[src/rtl/dmem_arb_pkg.sv]
// Shared types and constants for the data-memory arbiter.
// Imported by the arbiter top and its burst address generator.
package dmem_arb_pkg;

  localparam int LEN_W_DEF = 4;

  localparam logic [3:0] XFER_B = 4'd1;
  localparam logic [3:0] XFER_H = 4'd2;
  localparam logic [3:0] XFER_W = 4'd4;
  localparam logic [3:0] XFER_D = 4'd8;

  typedef enum logic {
    ARB_IDLE      = 1'b0,
    ARB_DMA_BURST = 1'b1
  } arb_state_t;

  typedef enum logic {
    OWN_CPU = 1'b0,
    OWN_DMA = 1'b1
  } arb_owner_t;

endpackage

[src/rtl/dmem_arbiter_burst_addr_gen.sv]
// DMA burst sequencer: holds the next beat address, stride and
// remaining beat count; flags the final beat of a burst.
module burst_addr_gen
  import dmem_arb_pkg::*;
#(
  parameter int DATA_W = 64,
  parameter int LEN_W  = LEN_W_DEF
) (
  input  logic              clk,
  input  logic              reset,
  input  logic              i_load,
  input  logic              i_step,
  input  logic              i_clear,
  input  logic [DATA_W-1:0] i_base,
  input  logic [3:0]        i_size,
  input  logic [LEN_W-1:0]  i_len,
  output logic [DATA_W-1:0] o_addr,
  output logic [3:0]        o_size,
  output logic              o_last_beat
);

  logic [DATA_W-1:0] r_base;
  logic [3:0]        r_size;
  logic [LEN_W-1:0]  r_cnt;

  logic [DATA_W-1:0] w_in_stride;
  logic [DATA_W-1:0] w_stride;

  assign w_in_stride = {{(DATA_W-4){1'b0}}, i_size};
  assign w_stride    = {{(DATA_W-4){1'b0}}, r_size};

  // r_base tracks the address of the beat that issues next;
  // beat 0 is driven straight from the request, so load skips it.
  always_ff @(posedge clk) begin
    if (reset || i_clear) begin
      r_base <= '0;
      r_size <= '0;
      r_cnt  <= '0;
    end else if (i_load) begin
      r_base <= i_base + w_in_stride;
      r_size <= i_size;
      r_cnt  <= i_len;
    end else if (i_step) begin
      r_base <= r_base + w_stride;
      r_cnt  <= r_cnt - LEN_W'(1);
    end
  end

  assign o_addr      = r_base;
  assign o_size      = r_size;
  assign o_last_beat = (r_cnt == LEN_W'(1));

endmodule

[src/rtl/dmem_arbiter.sv]
// Arbitrates datamem between the CPU memory stage and a DMA port,
// sequencing DMA bursts and returning read data to the owner.
module dmem_arbiter
  import dmem_arb_pkg::*;
#(
  parameter int DATA_W = 64,
  parameter int LEN_W  = LEN_W_DEF
) (
  input  logic              clk,
  input  logic              reset,
  input  logic              cpu_req,
  input  logic              cpu_we,
  input  logic [DATA_W-1:0] cpu_addr,
  input  logic [DATA_W-1:0] cpu_wdata,
  input  logic [3:0]        cpu_xfer_size,
  output logic              cpu_gnt,
  output logic              cpu_rvalid,
  output logic [DATA_W-1:0] cpu_rdata,
  input  logic              dma_req,
  input  logic              dma_we,
  input  logic [DATA_W-1:0] dma_addr,
  input  logic [DATA_W-1:0] dma_wdata,
  input  logic [3:0]        dma_xfer_size,
  input  logic [LEN_W-1:0]  dma_len,
  output logic              dma_gnt,
  output logic              dma_rvalid,
  output logic [DATA_W-1:0] dma_rdata,
  output logic              dma_done,
  output logic [DATA_W-1:0] mem_address,
  output logic [DATA_W-1:0] mem_write_data,
  output logic              mem_write_enable,
  output logic              mem_read_enable,
  output logic [3:0]        mem_xfer_size,
  input  logic [DATA_W-1:0] mem_read_data
);

  arb_state_t        r_state;
  arb_owner_t        r_owner;
  logic              r_we;
  logic              r_done;
  logic              r_cpu_rvalid;
  logic              r_dma_rvalid;
  logic [DATA_W-1:0] r_cpu_rdata;
  logic [DATA_W-1:0] r_dma_rdata;

  logic              w_idle;
  logic              w_cpu_gnt;
  logic              w_dma_gnt;
  logic              w_we;
  logic              w_any;
  logic              w_load;
  logic              w_step;
  logic              w_clear;
  logic              w_last;
  logic              w_single;
  logic              w_burst_end;
  logic [DATA_W-1:0] w_addr;
  logic [DATA_W-1:0] w_wdata;
  logic [3:0]        w_size;
  logic [DATA_W-1:0] w_burst_addr;
  logic [3:0]        w_burst_size;

  assign w_idle = (r_state == ARB_IDLE);

  // Reset masks grants so nothing reaches datamem while it is held.
  always_comb begin
    w_cpu_gnt = 1'b0;
    w_dma_gnt = 1'b0;
    if (!reset) begin
      if (w_idle) begin
        w_cpu_gnt = cpu_req &
                    (!dma_req || r_owner == OWN_DMA);
        w_dma_gnt = dma_req &
                    (!cpu_req || r_owner == OWN_CPU);
      end else begin
        w_dma_gnt = dma_req;
      end
    end
  end

  always_comb begin
    w_addr  = '0;
    w_wdata = '0;
    w_size  = '0;
    w_we    = 1'b0;
    if (w_cpu_gnt) begin
      w_addr  = cpu_addr;
      w_wdata = cpu_wdata;
      w_size  = cpu_xfer_size;
      w_we    = cpu_we;
    end else if (w_dma_gnt) begin
      w_wdata = dma_wdata;
      if (w_idle) begin
        w_addr = dma_addr;
        w_size = dma_xfer_size;
        w_we   = dma_we;
      end else begin
        w_addr = w_burst_addr;
        w_size = w_burst_size;
        w_we   = r_we;
      end
    end
  end

  assign w_any = w_cpu_gnt | w_dma_gnt;

  assign w_single    = w_idle & w_dma_gnt &
                       (dma_len == '0);
  assign w_load      = w_idle & w_dma_gnt &
                       (dma_len != '0);
  assign w_step      = !w_idle & w_dma_gnt & !w_last;
  assign w_burst_end = !w_idle & w_dma_gnt & w_last;
  assign w_clear     = !w_idle & (!dma_req | w_last);

  burst_addr_gen #(
    .DATA_W (DATA_W),
    .LEN_W  (LEN_W)
  ) u_gen (
    .clk         (clk),
    .reset       (reset),
    .i_load      (w_load),
    .i_step      (w_step),
    .i_clear     (w_clear),
    .i_base      (dma_addr),
    .i_size      (dma_xfer_size),
    .i_len       (dma_len),
    .o_addr      (w_burst_addr),
    .o_size      (w_burst_size),
    .o_last_beat (w_last)
  );

  always_ff @(posedge clk) begin
    if (reset) begin
      r_state      <= ARB_IDLE;
      r_owner      <= OWN_DMA;
      r_we         <= 1'b0;
      r_done       <= 1'b0;
      r_cpu_rvalid <= 1'b0;
      r_dma_rvalid <= 1'b0;
      r_cpu_rdata  <= '0;
      r_dma_rdata  <= '0;
    end else begin
      r_done       <= w_single | w_burst_end;
      r_cpu_rvalid <= w_cpu_gnt & !w_we;
      r_dma_rvalid <= w_dma_gnt & !w_we;
      if (w_cpu_gnt && !w_we)
        r_cpu_rdata <= mem_read_data;
      if (w_dma_gnt && !w_we)
        r_dma_rdata <= mem_read_data;
      if (w_cpu_gnt)
        r_owner <= OWN_CPU;
      else if (w_dma_gnt)
        r_owner <= OWN_DMA;
      if (w_load) begin
        r_state <= ARB_DMA_BURST;
        r_we    <= dma_we;
      end else if (w_clear) begin
        r_state <= ARB_IDLE;
      end
    end
  end

  assign cpu_gnt          = w_cpu_gnt;
  assign dma_gnt          = w_dma_gnt;
  assign cpu_rvalid       = r_cpu_rvalid;
  assign cpu_rdata        = r_cpu_rdata;
  assign dma_rvalid       = r_dma_rvalid;
  assign dma_rdata        = r_dma_rdata;
  assign dma_done         = r_done;
  assign mem_address      = w_addr;
  assign mem_write_data   = w_wdata;
  assign mem_xfer_size    = w_size;
  assign mem_write_enable = w_any & w_we;
  assign mem_read_enable  = w_any & !w_we;

endmodule

[config.mk]
export PLATFORM = sky130hd
export DESIGN_NAME = dmem_arbiter
export DESIGN_NICKNAME = d
export VERILOG_FILES = /design/src/rtl/dmem_arb_pkg.sv /design/src/rtl/dmem_arbiter_burst_addr_gen.sv /design/src/rtl/dmem_arbiter.sv
export SDC_FILE = /design/constraint.sdc
export NUM_CORES = 1
export LEC_CHECK = 0
export ABC_AREA = 1
export CAP_MARGIN = 20
export CORE_AREA = 2 2 236 238
export DETAILED_ROUTE_END_ITERATION = 10
export DIE_AREA = 0 0 238 240
export GPL_ROUTABILITY_DRIVEN = 0
export PLACE_DENSITY_LB_ADDON = 0.2
export SYNTH_ARGS = -nofsm -noshare
export SYNTH_HDL_FRONTEND = slang
export SYNTH_SLANG_ARGS = --single-unit
[constraint.sdc]
create_clock -name clk -period 3 [get_ports clk]
set_input_delay 0.75 -clock clk [delete_from_list [all_inputs] [get_ports clk]]
set_output_delay 0.75 -clock clk [all_outputs]
set_load 0.02 [all_outputs]
==> results of run 1 <==
[power groups by stage]
stage	Sequential [mW]	Clock, mW	Combinational [mW]
after detailed placement	3.04	0	2.51
after global placement	3.04	0	2.50
after floorplan	3.10	0	0.898
after global routing	3.00	3.63	2.67
final	2.99	3.46	2.52
after CTS	2.98	3.54	2.52
[tightest hold or removal path: cells and delay by family, from the launching register on]
| family | cells | cell delay [ns] |
|---|---|---|
| simple gates | 1 | 0.06 |
| compound gates | 1 | 0.05 |
| flops | 1 | 0.31 |
[sequential cells by signal (all words and copies together), names as in the netlist]
register      count
u_gen.o_size      4
dma_rvalid        1
r_we              1
u_gen.o_addr     64
u_gen.r_cnt       4
cpu_rdata        64
r_owner           1
cpu_rvalid        1
dma_done          1
dma_rdata        64
r_state           1
[routing by layer]
metal	up-vias	part of all wire, %	GRT usage (%)
li1	9157	-	-
met1	9014	40	36.20
met2	1015	45	45.56
met3	163	9.5	6.693
met4	2	4.9	12.14
met5	-	0.0094	0
[worst max-delay path by stage]
| stage | from | to | slack [ns] | depth (start not counted) |
|---|---|---|---|---|
| finish | dma_req | mem_address[56] | 0.03 | 8 |
| global route | r_state | mem_write_data[26] | -0.02 | 8 |
| CTS | r_state | mem_write_data[52] | -0.02 | 10 |
| detailed placement | dma_req | mem_write_data[30] | -0.71 | 8 |
| global placement | cpu_req | mem_write_data[9] | -0.71 | 8 |
| floorplan | reset | mem_read_enable | 0.03 | 7 |
[placed cells by master (no fill, tap or decap), types with 5 or more instances in the layout]
master	n
xor2_1	27
a22oi_1	13
clkbuf_8	7
clkbuf_16	26
dlygate4sd2_1	8
nand3_1	189
clkinv_2	5
o21ai_0	122
buf_4	184
inv_2	5
buf_6	15
a21oi_1	129
o221ai_2	8
ha_1	10
nand2_1	670
clkdlybuf4s15_1	6
clkbuf_2	23
a22o_1	58
o221ai_1	36
a31oi_1	6
nor2_1	362
buf_2	61
nor3_1	13
buf_12	34
inv_1	225
and2_1	5
nand4_1	56
clkdlybuf4s50_1	465
o211ai_1	26
dfxtp_1	205
[cell type report]
cell class | instances | area (sq um) | share of cell area [%]
Multi-Input combinational cell | 1779 | 8637 | 37.32
Antenna cell | 2 | 5.005 | 0.02163
Clock buffer | 35 | 754.5 | 3.260
Clock inverter | 11 | 182.7 | 0.7893
Sequential cell | 206 | 4128 | 17.84
Inverter | 235 | 897.1 | 3.876
Timing Repair Buffer | 807 | 7659 | 33.09
Tap cell | 704 | 880.8 | 3.806
[kinds of logic (layout without fill, tap and decap cells)]
family          Yosys count  after routing
flops                   206            206
other cells               0              2
xor+xnor                 29             29
mux                       1              1
compound gates          421            421
buf+inv                 345           1088
simple gates           1316           1316
fa+ha+maj                12             12
[repair_timing]
action	in CTS	in global routing
buffers inserted	8	2
gates cloned	4	0
pin swaps	10	3
setup endpoints to repair	136	100
hold buffers	0	0
gates resized for setup	464	91
[stage by stage]
step	area (sq um)	power [mW]	TNS (ns)
6_report	23140	8.969	0
5_1_grt	23140	9.293	-0.04174
4_1_cts	23350	9.045	-0.05902
3_5_place_dp	22250	5.548	-91.77
3_3_place_gp	22250	5.539	-84.02
2_1_floorplan	13950	3.998	0
==> run summary, run 1 <==
The run finished with clean final reports. The run gives 0 as the number of warning messages in the yosys log. The first global-routing pass estimated 121.1 mm of wire. On the final layout, the worst hold slack is 0.4663 ns. Data arrives at the worst endpoint at 2.22 ns. The worst register-to-register path has a setup slack of 0.34 ns. The die covers 57120 sq um. The largest single stage delay on the critical path is 0.25 ns. The endpoint identified for the worst register-to-register timing path is u_gen.o_addr[48]. The logs give 18420 for the via count of the first global-routing pass and 1 for the H-tree depth. Summing the areas of all xor and xnor instances in the mapped netlist gives 1.821% of the synthesized area.

The number of nets produced by synthesis was 2680; the combinational cell fraction of total power was 28.1%. Combinational family with the most area after synthesis: simple AND/OR/NAND/NOR gates. Setup violations remaining at the end of the flow were counted as 0. 605 I/O pins were placed. After technology mapping, the gate count stands at 2330. Entering global routing, the biggest net connects 67 pins. For the design internal power, the log shows 6.140 mW.

The tools report the worst ir drop on vdd as 406.3 uV. TritonCTS built the clock tree. Summing the areas of all compound-gate instances in the mapped netlist gives 19.14% of the synthesized area.

After Yosys synthesis, full adders, half adders and majority gates account for 1.184% of the synthesized area. For this run, the total global-route usage over all layers was measured as 28.32%. The library cell contributing the largest single delay on the critical path is clkdlybuf4s15_1. Of the total power, the clock network draws 38.6%.

The maximum fanout encountered on the critical timing path was 54. The net switching power figure is 2.829 mW, and the smallest setup slack after layout is 0.03126 ns. The mean routed wirelength per cell works out to 22.51 um. The path type of the worst min-delay path was register to register. For this run the aggregate overflow at the end of global routing stands at 0. Sequential cells account for 33.3% of the total power.

The routed design has 85.06 mm of wire. The number of CTS-inserted buffers was 26. The logs give 13950 sq um for the cell area after synthesis and 0 for the final-report hold violation count. The detail route stage leaves a number of antenna-violating nets equal to 0. The detailed router's first-iteration violation count was 2012. The tools report the maximum achievable frequency as 336.8 MHz.

For hold timing, the worst endpoint is u_gen.r_cnt[3]. The signal on the critical path passes through clkdlybuf4s15_1 -> nand2_1 -> a21oi_4 -> buf_12 -> nand2_4 -> buf_12 -> o221ai_1 -> buf_2. The core outline area was 54660 sq um; the final max-slew violation count was 0. The leakage power summed over all cells came out at 9.524 nW.

Simple logic cell fraction of the synthesized area: 38.62%. The detailed router placed 19350 vias in this run. Max-cap violations in this run came to 0. The synthesized netlist contains 41 unique library cells.

For this run, the share of the core covered by cells in the final layout is 42.34%. Prior to clock tree synthesis, the placed netlist has a worst setup slack of -0.7093 ns. Filler-free cell count of the finished design: 3779.

The mux cell area share after synthesis came out at 0.07176%. The cell family contributing the most delay on the critical path is buffers and inverters. For the post-detailed-route DRC marker count, the log shows 0. The number of enable flip-flop cells after synthesis was 0; the share of the synthesized area in the top cell type was 29.56%. For the worst setup path, the data required time is 2.25 ns.

The floorplan has 86 rows. The number of buffers and inverters on the critical path was 4. From bottom edge to top edge, the die measures 240 um.

The clock passes through at most 3 buffers. Synthesis inferred 206 register bits. The average vias per placed instance works out to 5.121. At the end of the flow, the number of nets in the layout was 3405. The switching fraction of total power was 31.54%. Sequential cells were found to cover 29.56% of the synthesized design area.

Counting the fill cells in the layout gives 5757. Ranked by instance count, the synthesized netlist is headed by 674 x nand2_1, 364 x nor2_1, 228 x inv_1. Cells with a size suffix above 1 make up 13.54% of the layout. Dividing total power by cell area gives a power density of 387.5 nW/um^2.

The count of buffers added on input and output ports is 604. The tools report the clock root buffer master as clkbuf_16. Counting tap cells, the placed design contains a total of 3718 instances. The depth of the worst register-to-register path came out at 12.

After clock tree synthesis, the clock-pin slew on the worst setup and hold paths is 0.06 ns. The layout overhead on the synthesized area came out at 65.91%. Summed over all instances, the cell type with the most area after synthesis is dfxtp_1.

Once the floorplan was initialized, standard cells occupied 25.52% of the core. The run gives 3 as the initial antenna violation count. The kind of end point of the critical path was an output pin. Category of the worst setup path launch point: an input pin. The worst pin sits at a relative slew slack of 43.62%.

In the finished design, the share of the clock period the worst path needs comes to 98.96%. The clock insertion delay at the later pin of the skew report was 0.57 ns. Among all flip-flop cells after synthesis, the most frequent one is dfxtp_1.

Before antenna repair, the detailed router went through 6 iterations. The worst reg2reg path startpoint was u_gen.o_addr[0]. In this design, the critical path's most frequently occurring cell is buf_12. The worst hold path passes through 2 cells. In this run the horizontal extent of the chip is 238 um. Counting flops with an async set or reset pin after synthesis yields a share of 0%.

For the finished layout, the period the worst path requires is 2.969 ns. Most frequent cell after synthesis: nand2_1. The run gives 206 as the number of clock sinks. The worst hold path startpoint is u_gen.r_cnt[3].

After synthesis, the mean cell area works out to 5.987 sq um. The critical path in this run is classified as input pin to output pin. Sorting the synthesized cells by area gives the leading types as dfxtp_1 30%, nand2_1 18%, nor2_1 9.8%. Half-perimeter wire length after placement: 69.04 mm. Setup repair after global routing could not meet its margin everywhere. The slew at the pin with the worst max-slew slack came out at 0.8457 ns.

The final clock skew was 0.03397 ns.
Note: power is estimated with default switching activity, not from simulation.
==> inputs of run 2 (changes only) <==
Settings changed: CTS_CLUSTER_SIZE set to 16, RECOVER_POWER set to 100.
==> run 2 against run 1 <==
  * Clock power hardly changed
  * Flip-flop and latch count stayed put
  * Power hardly changed
  * Clock skew is 0.0015 ns higher
  * Sequential share of layout area hardly changed
  * Fmax is 0.17% higher
==> run summary, run 2 (synthesis gave the netlist of run 1 again) <==
After floorplanning, the core was divided into 86 placement rows. The clock drives 206 sinks. The category of the worst setup path launch point was an input pin. For this run, the detailed router's first-pass iteration total came to 7. The post-route netlist has 13.50% of its cells at a drive strength greater than 1. The die is 238 um wide. Once placement completed, the tool counted placed cells totaling 3718.

Once detail routing completed, the nets flagged for antenna violations numbered 0. For this run, the post-layout net count is 3405. For this run, the total global-route usage over all layers was measured as 28.32%. The run finished with clean final reports.

Entering global routing, the biggest net connects 67 pins. The first global-routing pass estimated 121.1 mm of wire. For this run, the top clock speed supported by timing is 337.4 MHz.

After filler insertion, the fill cell instance count of the layout stands at 5757. The ratio of total power to cell area was 387.5 nW/um^2; the post-detailed-route DRC marker count was 0. The initial utilization of the core area, before any placement, comes to 25.52%.

The first routing iteration left 2120 violations. The floorplan step defined a die boundary enclosing 57120 sq um. The cell type with the highest occurrence count on the critical path is buf_12. The total area inside the core boundary comes to 54660 sq um.

The critical path arrival is 2.21 ns, and the summed area of non-filler cells in the final layout is 23140 sq um. The number of buffers added on ports is 604. The layout overhead on the synthesized area was 65.86%; the leakage power summed over all cells was 9.519 nW. The library cell used most frequently in the layout, excluding fill and tap cells, is nand2_1. The number of vias in the routed layout was 19300. The part of the cycle the worst path needs is 98.79%, and the final clock skew is 0.03546 ns. The initial antenna violation count is 3, and the sum of routed wire length over all layers is 85.05 mm. Slew at the pin with the worst max-slew slack: 1.139 ns.

For this design the top-level I/O count stands at 605. For the worst-skew pair, the clock arrives at the later sink with an insertion delay of 0.57 ns. After detailed routing, the average wire length per cell comes to 22.50 um.

Setup violations remaining at the end of the flow were counted as 0. The floorplan step set the die height to 240 um. In the layout the commonest cells are 670 x nand2_1, 465 x clkdlybuf4s50_1, 362 x nor2_1, 225 x inv_1, 205 x dfxtp_1. The run gives 1 as the H-tree depth. The filler-free cell count of the finished design was 3779.

The tools report the reported max-cap violation count as 0. Kind of end point of the critical path: an output pin. The final-report hold violation count was 0; the worst slew margin relative to its limit was 24.07%.

TritonCTS built the clock tree. Clock transition time at the flip-flop clock pins of the worst setup and hold paths: 0.06 ns. Using the TritonRoute via totals, the vias-per-cell ratio works out to 5.108. In this run the clock root is driven by a clkbuf_16. The library cell contributing the largest single delay on the critical path is clkdlybuf4s15_1. The tools report the critical path required time as 2.25 ns. The worst setup path is of the input pin to output pin kind. Across the VDD grid, the largest voltage drop is 405.0 uV.

Of all nets on the critical path, the largest fanout is 54. The HPWL after detailed placement is 69.04 mm. The smallest clock period supported by the final layout is computed as 2.964 ns.

Traced cell by cell, the critical path runs through clkdlybuf4s15_1 -> nand2_1 -> a21oi_4 -> buf_12 -> nand2_4 -> buf_12 -> o221ai_1 -> buf_2. Setup repair after global routing could not meet its margin everywhere. The number of buffers and inverters on the critical path is 4. The worst hold path belongs to the class register to register.

The via count of the first global-routing pass is 18420, and the number of CTS-inserted buffers is 26. The largest incremental delay on the critical path was 0.25 ns. Cell area reported after detailed placement: 22250 sq um.

Critical path's top delay family: buffers and inverters. The clock passes through at most 3 buffers. The logs give 0 for the global route total overflow and 0 for the final max-slew violation count.
[run 2: cell count changes in the layout (fill, tap and decap cells not counted)]
| cell | before | now |
|---|---|---|
| buf_4 | 184 | 182 |
| clkbuf_1 | 2 | 3 |
| clkbuf_2 | 23 | 24 |
[run 2: layout make-up]
cell class                      count  area [sq um]  area share, %
Inverter                          235         897.1          3.877
Antenna cell                        2         5.005        0.02163
Multi-Input combinational cell   1779          8637          37.33
Tap cell                          704         880.8          3.807
Clock buffer                       35         754.5          3.261
Sequential cell                   206          4128          17.84
Timing Repair Buffer              807          7652          33.07
Clock inverter                     11         182.7         0.7895
[run 2: path summary, 6_finish.rpt]
kind                   start                to  slack [ns]  cells after the start
max                  dma_req   mem_address[56]        0.04                      8
min           u_gen.r_cnt[3]    u_gen.r_cnt[3]        0.47                      2
max reg2reg  u_gen.o_addr[0]  u_gen.o_addr[48]        0.32                     12
min reg2reg   u_gen.r_cnt[3]    u_gen.r_cnt[3]        0.47                      2
[run 2: metrics by stage]
stage	setup WS, ns	total power, mW	utilization (%)	setup TNS [ns]	hold WS (ns)
floorplan	0.02815	3.998	-	0	0.4396
global placement	-0.7112	5.539	40.71	-84.02	0.4511
detailed placement	-0.7093	5.548	40.71	-91.77	0.4571
CTS	-0.01889	9.045	42.71	-0.05902	0.4660
global route	-0.01603	9.292	42.33	-0.04156	0.4834
finish	0.03619	8.966	42.33	0	0.4664
[run 2: where the power goes]
group	switching (mW)	internal, mW	total, mW
combinational	1.35	1.17	2.52
sequential	0.118	2.87	2.99
clock	1.36	2.11	3.46
[run 2: worst register-to-register path, cell delays in order, from the launching register on]
cell and delay, ns:
dfxtp_1 0.37, ha_1 0.21, fa_1 0.28, inv_1 0.08
o21ai_2 0.41, nand2_1 0.16, nor2_1 0.20, nand2_1 0.19
nor2_1 0.30, nand3_1 0.10, o21ai_0 0.17, nor2_1 0.06
nor2_1 0.08
[run 2: routing by layer]
layer	up-vias	global-route usage, %	wire length [um]
met5	-	0	8
met2	1005	45.56	38650
li1	9149	-	-
met4	2	12.14	4161
met3	163	6.693	7937
met1	8983	36.20	34290
[run 2: what timing repair did]
item | CTS | global route
endpoints found under the setup margin | 136 | 100
resized for setup | 464 | 91
cloned | 4 | 0
hold buffers | 0 | 0
setup buffers | 8 | 2
pin swaps | 10 | 3
